## src/rtl/core_seq_ctrl.sv

```systemverilog
// Multi-cycle fetch/execute sequencer sharing one single-port req/ready memory bus.
// Optional performance counters are built when SEQ_PERF_CNT_EN is defined.
module core_seq_ctrl #(
  parameter int unsigned TIMEOUT_CYCLES = 256,
  parameter logic [31:0] RESET_INSTR    = 32'h00000013
) (
  input  logic        clk,
  input  logic        reset,
  input  logic [31:0] pc,
  input  logic [31:0] alu_addr,
  input  logic [31:0] store_data,
  input  logic        is_load,
  input  logic        is_store,
  input  logic        reg_write_dec,
  input  logic        halt_req,
  input  logic        mem_ready,
  input  logic [31:0] mem_rdata,
  output logic        mem_req,
  output logic        mem_we,
  output logic [31:0] mem_addr,
  output logic [31:0] mem_wdata,
  output logic [31:0] instr_q,
  output logic        instr_valid,
  output logic [31:0] load_data,
  output logic        pc_en,
  output logic        reg_write_en,
  output logic        halted,
  output logic        bus_error,
  output logic [31:0] cycle_cnt,
  output logic [31:0] instret_cnt
);

  typedef enum logic [2:0] {
    S_IDLE,
    S_FETCH,
    S_EXEC,
    S_MEM,
    S_WB,
    S_HALT,
    S_ERROR
  } state_t;

  localparam bit          TO_EN   = (TIMEOUT_CYCLES != 0);
  localparam logic [31:0] TO_LAST = TO_EN ? 32'(TIMEOUT_CYCLES - 1) : 32'd0;

  state_t      state_q, state_d;
  logic [31:0] wait_q, wait_d;
  logic [31:0] instr_d;
  logic        instr_valid_q, instr_valid_d;
  logic [31:0] load_data_q, load_data_d;
  logic        retire;
  logic        timeout_hit;

  // Ready on the last allowed wait cycle is checked before this flag, so it wins.
  assign timeout_hit = TO_EN && (wait_q == TO_LAST);

  always_comb begin
    state_d       = state_q;
    wait_d        = wait_q;
    instr_d       = instr_q;
    instr_valid_d = instr_valid_q;
    load_data_d   = load_data_q;
    mem_req       = 1'b0;
    mem_we        = 1'b0;
    mem_addr      = 32'd0;
    mem_wdata     = 32'd0;
    pc_en         = 1'b0;
    reg_write_en  = 1'b0;
    retire        = 1'b0;

    unique case (state_q)
      S_IDLE: state_d = S_FETCH;

      S_FETCH: begin
        mem_req  = 1'b1;
        mem_addr = pc;
        if (mem_ready) begin
          instr_d       = mem_rdata;
          instr_valid_d = 1'b1;
          state_d       = S_EXEC;
        end else if (timeout_hit) begin
          state_d = S_ERROR;
        end
      end

      S_EXEC: begin
        if (is_load || is_store) begin
          state_d = S_MEM;
        end else begin
          retire       = 1'b1;
          reg_write_en = reg_write_dec;
        end
      end

      S_MEM: begin
        // A load+store decode collision is handled as a load.
        mem_req   = 1'b1;
        mem_addr  = alu_addr;
        mem_we    = is_store && !is_load;
        mem_wdata = store_data;
        if (mem_ready) begin
          if (is_load) begin
            load_data_d = mem_rdata;
            state_d     = S_WB;
          end else begin
            // Stores retire on the completing bus cycle itself.
            retire = 1'b1;
          end
        end else if (timeout_hit) begin
          state_d = S_ERROR;
        end
      end

      S_WB: begin
        retire       = 1'b1;
        reg_write_en = reg_write_dec;
      end

      S_HALT: begin
        if (!halt_req) state_d = S_FETCH;
      end

      S_ERROR: state_d = S_ERROR;

      default: state_d = S_IDLE;
    endcase

    if (retire) begin
      pc_en   = 1'b1;
      state_d = halt_req ? S_HALT : S_FETCH;
    end

    if ((state_d != state_q) && ((state_d == S_FETCH) || (state_d == S_MEM))) begin
      wait_d = 32'd0;
    end else if (mem_req && !mem_ready) begin
      wait_d = wait_q + 32'd1;
    end
  end

  always_ff @(posedge clk) begin
    if (reset) begin
      state_q       <= S_IDLE;
      wait_q        <= 32'd0;
      instr_q       <= RESET_INSTR;
      instr_valid_q <= 1'b0;
      load_data_q   <= 32'd0;
    end else begin
      state_q       <= state_d;
      wait_q        <= wait_d;
      instr_q       <= instr_d;
      instr_valid_q <= instr_valid_d;
      load_data_q   <= load_data_d;
    end
  end

  assign instr_valid = instr_valid_q;
  assign load_data   = load_data_q;
  assign halted      = (state_q == S_HALT);
  assign bus_error   = (state_q == S_ERROR);

`ifdef SEQ_PERF_CNT_EN
  logic [31:0] cycle_cnt_q, cycle_cnt_d;
  logic [31:0] instret_cnt_q, instret_cnt_d;

  assign cycle_cnt_d   = cycle_cnt_q + 32'd1;
  assign instret_cnt_d = pc_en ? instret_cnt_q + 32'd1 : instret_cnt_q;

  always_ff @(posedge clk) begin
    if (reset) begin
      cycle_cnt_q   <= 32'd0;
      instret_cnt_q <= 32'd0;
    end else begin
      cycle_cnt_q   <= cycle_cnt_d;
      instret_cnt_q <= instret_cnt_d;
    end
  end

  assign cycle_cnt   = cycle_cnt_q;
  assign instret_cnt = instret_cnt_q;
`else
  assign cycle_cnt   = 32'd0;
  assign instret_cnt = 32'd0;
`endif

endmodule

```

## config.mk

```make
export PLATFORM = sky130hd
export DESIGN_NAME = core_seq_ctrl
export DESIGN_NICKNAME = d
export VERILOG_FILES = /design/src/rtl/core_seq_ctrl.sv
export SDC_FILE = /design/constraint.sdc
export NUM_CORES = 1
export LEC_CHECK = 0
export CAP_MARGIN = 20
export CORE_AREA = 2 2 130 132
export DETAILED_ROUTE_END_ITERATION = 8
export DIE_AREA = 0 0 132 134
export PLACE_DENSITY = 0.74
export SYNTH_ARGS = -nofsm -noshare
export SYNTH_HDL_FRONTEND = slang
export SYNTH_SLANG_ARGS = --single-unit
```

## constraint.sdc

```tcl
create_clock -name clk -period 2.5 [get_ports clk]
set_clock_uncertainty 0.1 [all_clocks]
set_input_delay 0.625 -clock clk [delete_from_list [all_inputs] [get_ports clk]]
set_output_delay 0.625 -clock clk [all_outputs]
set_load 0.03 [all_outputs]
```

### Word level (Yosys, flattened, before mapping)

Cells that the tools add are included.

| operators by class | value |
|---|---|
| equal/unequal tests | 10 |
| add/sub/neg operators | 1 |
| multiplexer cells | 20 |
| reductions and logical operators | 12 |

Operators by type and width:

| operator | count |
|---|---|
| $pmux W32 S2 | 1 |
| $add A32 B1 Y32 const B | 1 |
| $eq A32 B8 Y1 const B | 1 |
| $mux W32 | 1 |
| $mux W3 | 8 |
| $pmux W3 S7 | 1 |
| $eq A3 B2 Y1 const B | 3 |
| $eq A3 B3 Y1 const B | 3 |
| $mux W1 | 7 |
| $eq A3 B1 Y1 const B | 2 |
| $reduce_or A2 Y1 | 2 |
| $logic_and A1 B1 Y1 | 3 |
| $logic_not A3 Y1 | 1 |
| $ne A3 B3 Y1 | 1 |
| $pmux W1 S3 | 1 |
| $reduce_and A3 Y1 | 1 |
| $logic_not A1 Y1 | 2 |
| $logic_or A1 B1 Y1 | 2 |
| $pmux W1 S2 | 1 |
| $reduce_and A2 Y1 | 1 |

| storage, ports and cells | value |
|---|---|
| output and inout bits | 199 |
| register bits after elaboration | 100 |
| logic and storage cells | 48 |
| bits of input ports | 135 |

### Depth between registers and ports, before layout

Gate-level depths: netlist of the first run.

| depth | value |
|---|---|
| word-level depth | 9 |
| mapped depth | 7 |
| mapped depth without buffers | 6 |

### Worst setup path before layout of the first run

Ideal clock, no wire load.

| timing | value |
|---|---|
| kind | register -> output |
| start | reg state_q[2] |
| end | out mem_we |
| path buffers | 2 |
| data required time | 1.775 ns |
| path slack | 0.152 ns |
| arrival time | 1.623 ns |
| cell stages (with the launch flop) | 6 |
| cell sequence | dfxtp_1 nand2b_1 clkbuf_1 inv_1 clkbuf_1 and3_1 |

| on the way | value |
|---|---|
| longest elaborated chain between the ends | 2 |

RTL lines:

| item | RTL line | RTL |
|---|---|---|
| from (decl) | 46 | `state_t state_q, state_d;` |
| from (signal assigned) | 148 | `state_q <= state_d;` |
| $eq A3 B2 Y1 | 71 | `unique case (state_q)` |
| $mux W1 | 71 |  |
| to (decl) | 19 | `output logic mem_we,` |

No other way between the ends.

### Final worst setup path of the first run

| timing | value |
|---|---|
| start | in is_store |
| end | out pc_en |

| on the way | value |
|---|---|
| longest elaborated chain between the ends | 4 |

RTL lines:

| item | RTL line | RTL |
|---|---|---|
| from (decl) | 13 | `input logic is_store,` |
| $logic_or A1 B1 Y1 | 87 | `if (is_load \|\| is_store) begin` |
| $mux W1 | 87 |  |
| $pmux W1 S3 | 71 |  |
| $mux W1 | 128 | `if (retire) begin` |
| to (decl) | 25 | `output logic pc_en,` |

No other way between the ends.

==> results of run 1 <==
Yosys cell counts, drive strengths merged (2+ instances only):
cell type  instances
nor4               9
and2               2
or3                3
buf               80
nand3             12
nor2              80
nand2            141
nor3              23
and4               3
or2                3
and3              35
a2111oi            2
nor3b              2
o21ai              3
nand2b             2
nand4              6
xnor2             29
a21oi             65
dfxtp            100
clkbuf            30
mux2i             33
inv               13
xor2               2
layer usage:
metal	GRT usage	wire, um	vias up
met5	0	58	-
met4	0.0435	283	10
met3	0.0831	1730	27
met2	0.308	8580	185
met1	0.238	7180	2502
li1	-	-	2655
power by group through the flow:
stage	logic [mW]	clock network, mW	registers (mW)
finish	1.26	1.36	1.66
global route	1.34	1.44	1.67
CTS	1.26	1.39	1.66
detailed placement	1.26	0	1.70
global placement	1.25	0	1.70
floorplan	0.692	0	1.78
worst min-delay path, cell delays in order (launching register included):
cell and delay (ns):
dfxtp_1 0.31, nand2_1 0.05, a21oi_1 0.05
path summary, 6_finish.rpt:
kind                                       to  slack (ns)  cells past startpoint
worst max-delay path                    pc_en        0.09                      5
worst min register to register  load_data[30]        0.35                      2
worst min-delay path            load_data[30]        0.35                      2
worst max register to register     wait_q[16]        0.42                      7
final cells by class:
| type | instances | area share |
|---|---|---|
| antenna | 1 | 0.000295 |
| clock buffer | 10 | 0.0270 |
| clock inverter | 4 | 0.00619 |
| inverter | 13 | 0.00575 |
| multi-input combinational | 530 | 0.344 |
| sequential | 100 | 0.236 |
| tap | 220 | 0.0324 |
| timing repair buffer | 296 | 0.348 |
what timing repair did:
action                                  CTS  global route
pin swaps                                 3             3
resized for setup                         5             4
setup buffers                             0             1
endpoints found under the hold margin     0             0
endpoints found under the setup margin    1             2
stage by stage:
step                setup slack, ns  total power, mW  instance area [um^2]
finish                       0.0938             4.29                  8480
global route                 0.0361             4.45                  8480
CTS                         0.00563             4.32                  8470
detailed placement           -0.304             2.96                  8180
global placement             -0.330             2.95                  8180
floorplan                     0.152             2.47                  5630
sequential cells by signal, summed over array words and instances (netlist names):
| register | flops |
|---|---|
| instr_q | 32 |
| instr_valid | 1 |
| load_data | 32 |
| state_q | 3 |
| wait_q | 32 |
cell families after synthesis:
| kind of cell | after synthesis | share of synthesized area |
|---|---|---|
| AOI/OAI and AO/OA | 76 | 0.0797 |
| and+or+nand+nor | 325 | 0.297 |
| other | 1 | 0.000695 |
| buffers and inverters | 123 | 0.138 |
| xor gates and xnor gates | 31 | 0.0503 |
| adders and majority gates | 1 | 0.00232 |
| DFF | 100 | 0.371 |
| muxes | 33 | 0.0612 |
==> impl_metrics.toml, run 1 <==
[outcome]
status = "finished, final reports clean"

[yosys]
async_flop_share = 0
synthDominantCellAreaShare = 0.371
yosysWarnings = 0
synth_top_area_cell = "dfxtp_1"
synthCells = 690
yosysSeqAreaShare = 0.371
synthFlopType = "dfxtp_1"
syn-cell-area_um2 = 5400
synth_edf_count = 0
synth_area_per_cell_um2 = 7.82
yosysUniqueCellTypes = 49
ys_ff_latch = 100
synth_area_leaders = "dfxtp_1 (37%), nand2_1 (9.7%), buf_4 (9.2%)"

[finish]
final_core_utilization = 0.521
drive_above_1_share = 0.162
final_nets = 1086
final_common_cell = "clkdlybuf4s50_1"
areaGrowthSynthToFinish_pct = 57.2
seq_area_um2 = 2000
multiInputGateArea_um2 = 2920
nFillCells = 1533
layout_common_cells = "clkdlybuf4s50_1 (197), nand2_1 (139), dfxtp_1 (99)"
fin_cells = 1174

[timing]
fmax_ghz = 0.416
final.period_utilization = 0.962
setup_tns_ns = 0
slew_viol_final = 0
fin_hold_ws_ns = 0.354
hold_violations = 0
layout_min_cycle_time_ns = 2.41
rsz0062_at_grt = "no"
setup_viol = 0

[clock_network]
cts.sinks = 100
clk_pin_slew_ns = 0.06
htreeDepth = 3
cts-root-buf = "clkbuf_16"
numCtsBuffers = 9
cts_hold_buf = 0
cts_tree = "yes"
cts_max_path_buffers = 2
clk_latency_ns = 0.34

[die]
dieArea_um2 = 17700
num_rows = 47
ios = 334
coreArea_um2 = 16300
die_w_um = 132
start_util = 0.331
die_height_um = 134

[worst_setup_path]
r2r-start = "state_q[1]"
startpoint = "is_store"
cp_data_arrival_time_ns = 1.68
crit_path_max_incr_delay_ns = 0.37
path_class = "primary input to primary output"
crit_top_cell = "or2_4"
cp_slowest_cell = "a2111oi_4"
path_cells = "clkbuf_2 > or2_4 > a2111oi_4 > or2_4 > buf_12"
cpLargestDelayFamily = "simple AND/OR/NAND/NOR gates"
worstSetupStartpointType = "primary input"
critPathBufInv = 2
endpoint_kind = "primary output"
worstPathMaxFanout = 3
worstPathRequired_ns = 1.77

[routing]
routedWlPerCell_um = 15.2
routed_via_density = 4.58
drt-total-wl_mm = 17.8
drtAntennaViolNets = 0
first_pass_iters = 4
vias = 5379
drt_iter0_markers = 336
drc = 0

[power_and_ir_drop]
switchingPower_mw = 1.36
clock_power_share = 0.318
p_int_mw = 2.93
share_comb_of_total_power = 0.294
switching_share = 0.318
seq_power_share = 0.388
powerDensity_nw_per_um2 = 506
power.leakage_nw = 3.25
peakVddDrop_v = 0.000342

[flow_run]
cap_violations = 0

[worst_hold_path]
hp-start = "load_data[30]"
min_path_type = "flop to flop"

[global_route]
grt_use_total = 0.192
grt_antenna_before_repair = 7
grt_max_degree = 76
grt_pass1_wl_mm = 27.1
overflow = 0
grt_pass1_vias = 5005

[placement]
port_buffers = 269
dp_hpwl_mm = 13.3
routabilityCongestion = 0.830
place_inst = 1158
Power figures use the tool's default switching activity.
==> inputs of run 2 (changes only) <==
Settings changed: PLACE_DENSITY 0.74 to 0.78.
==> run 2 against run 1 <==
  * Combinational power about the same
  * Count of clock-buffer cells in the layout fell by 1
  * Global-route usage rose by 0.072 points
  * Critical path type is now flop to primary output
  * Largest power group unchanged
==> impl_metrics.toml, run 2 (synthesis gave the netlist of run 1 again) <==
[clock_network]
cts_max_path_buffers = 2
cts_tree = "yes"
cts-root-buf = "clkbuf_16"
cts.sinks = 100
numCtsBuffers = 9
htreeDepth = 3
cts_setup_buffers = 0
clk_pin_slew_ns = 0.07
clk_latency_ns = 0.35

[power_and_ir_drop]
powerDensity_nw_per_um2 = 513
power.leakage_nw = 3.27
peakVddDrop_v = 0.000328

[placement]
place_inst = 1161
routabilityCongestion = 0.951
port_buffers = 269
dp_hpwl_mm = 13.5
dpl_cell_area_um2 = 8130

[finish]
multiInputGateArea_um2 = 2920
fin_cells = 1180
final_common_cell = "clkdlybuf4s50_1"
areaGrowthSynthToFinish_pct = 56.9
final_nets = 1088
drive_above_1_share = 0.168
stdcell_area_um2 = 8470
layout_common_cells = "clkdlybuf4s50_1 (196), nand2_1 (139), dfxtp_1 (99)"
seq_area_um2 = 2010
nFillCells = 1531

[worst_setup_path]
cpLargestDelayFamily = "buffers and inverters"
endpoint_kind = "primary output"
cp_data_arrival_time_ns = 1.70
worstPathMaxFanout = 7
worstSetupStartpointType = "flop"
worstPathRequired_ns = 1.77
crit_path_max_incr_delay_ns = 0.71
path_class = "flop to primary output"
cp_slowest_cell = "clkdlybuf4s50_1"
path_cells = "nand2b_1 > inv_1 > clkdlybuf4s50_1"
critPathBufInv = 2

[global_route]
overflow = 0
grt_max_degree = 63
grt_pass1_wl_mm = 26.9
grt_use_total = 0.192
grt_antenna_before_repair = 4
grt_pass1_vias = 5029

[die]
ios = 334
coreArea_um2 = 16300
num_rows = 47
die_height_um = 134
dieArea_um2 = 17700
die_w_um = 132
start_util = 0.331

[routing]
drc = 0
drt-total-wl_mm = 17.9
vias = 5392
routedWlPerCell_um = 15.2
routed_via_density = 4.57
first_pass_iters = 7
drt_iter0_markers = 331
drtAntennaViolNets = 0

[flow_run]
cap_violations = 0

[timing]
final.period_utilization = 0.970
tightest_slew_ns = 0.638
setup_viol = 0
rsz0062_at_grt = "no"
layout_min_cycle_time_ns = 2.42
slew_viol_final = 0
fmax_ghz = 0.412
slew-limit-headroom = 0.574
hold_violations = 0

[outcome]
status = "finished, final reports clean"

[worst_hold_path]
min_path_type = "flop to flop"
run 2: changes by cell type in the layout (fill, tap and decap cells not counted), moves of 2 or more:
cell,previous run,this run
buf_4,76,83
diode_2,1,3
clkinvlp_4,3,1
inv_6,0,2
buf_12,19,14
clkinv_2,0,2
run 2: final timing paths:
kind                      from           end  slack (ns)  cells past startpoint
setup / recovery    state_q[2]       mem_req        0.08                      3
hold / removal    load_data[8]  load_data[8]        0.35                      2
setup reg to reg    state_q[0]     wait_q[6]        0.45                      8
hold reg to reg   load_data[8]  load_data[8]        0.35                      2
run 2: power by group:
part | internal [mW] | total, mW | switching [mW]
Sequential | 1.64 | 1.67 | 0.0287
Combinational | 0.517 | 1.25 | 0.738
Clock | 0.782 | 1.42 | 0.641
Total | 2.94 | 4.34 | 1.41
run 2: tightest hold or removal path: cells and delay by family (launching register included):
family / cells / cell delay, ns
AND/OR/NAND/NOR: 1 / 0.05
flip-flops: 1 / 0.31
AO/OA/AOI/OAI: 1 / 0.05
run 2: area by class of cell:
| cell class | instances | area share |
|---|---|---|
| Antenna cell | 3 | 0.000887 |
| Clock buffer | 9 | 0.0266 |
| Clock inverter | 7 | 0.00872 |
| Inverter | 13 | 0.00576 |
| Multi-Input combinational cell | 530 | 0.345 |
| Sequential cell | 100 | 0.237 |
| Tap cell | 220 | 0.0325 |
| Timing Repair Buffer | 298 | 0.343 |
run 2: timing repair:
item	in CTS	in global routing
hold buffers	0	0
hold endpoints to repair	0	0
resized for setup	5	7
pin swaps	2	3
endpoints found under the setup margin	1	4
run 2: through the flow:
stage	setup TNS [ns]	setup slack (ns)	util	hold WS, ns	power, mW
3_3_place_gp	-3.79	-0.231	0.499	0.341	2.93
2_1_floorplan	0	0.152	-	0.379	2.47
4_1_cts	0	0.00529	0.519	0.355	4.37
6_report	0	0.0757	0.520	0.353	4.34
5_1_grt	0	0.0243	0.519	0.370	4.51
3_5_place_dp	-5.22	-0.263	0.499	0.346	2.94
run 2: routing by layer:
metal  track usage  share of wire
met2         0.310           0.49
met3        0.0877          0.099
met5             0         0.0014
met4        0.0562          0.018
met1         0.230           0.39
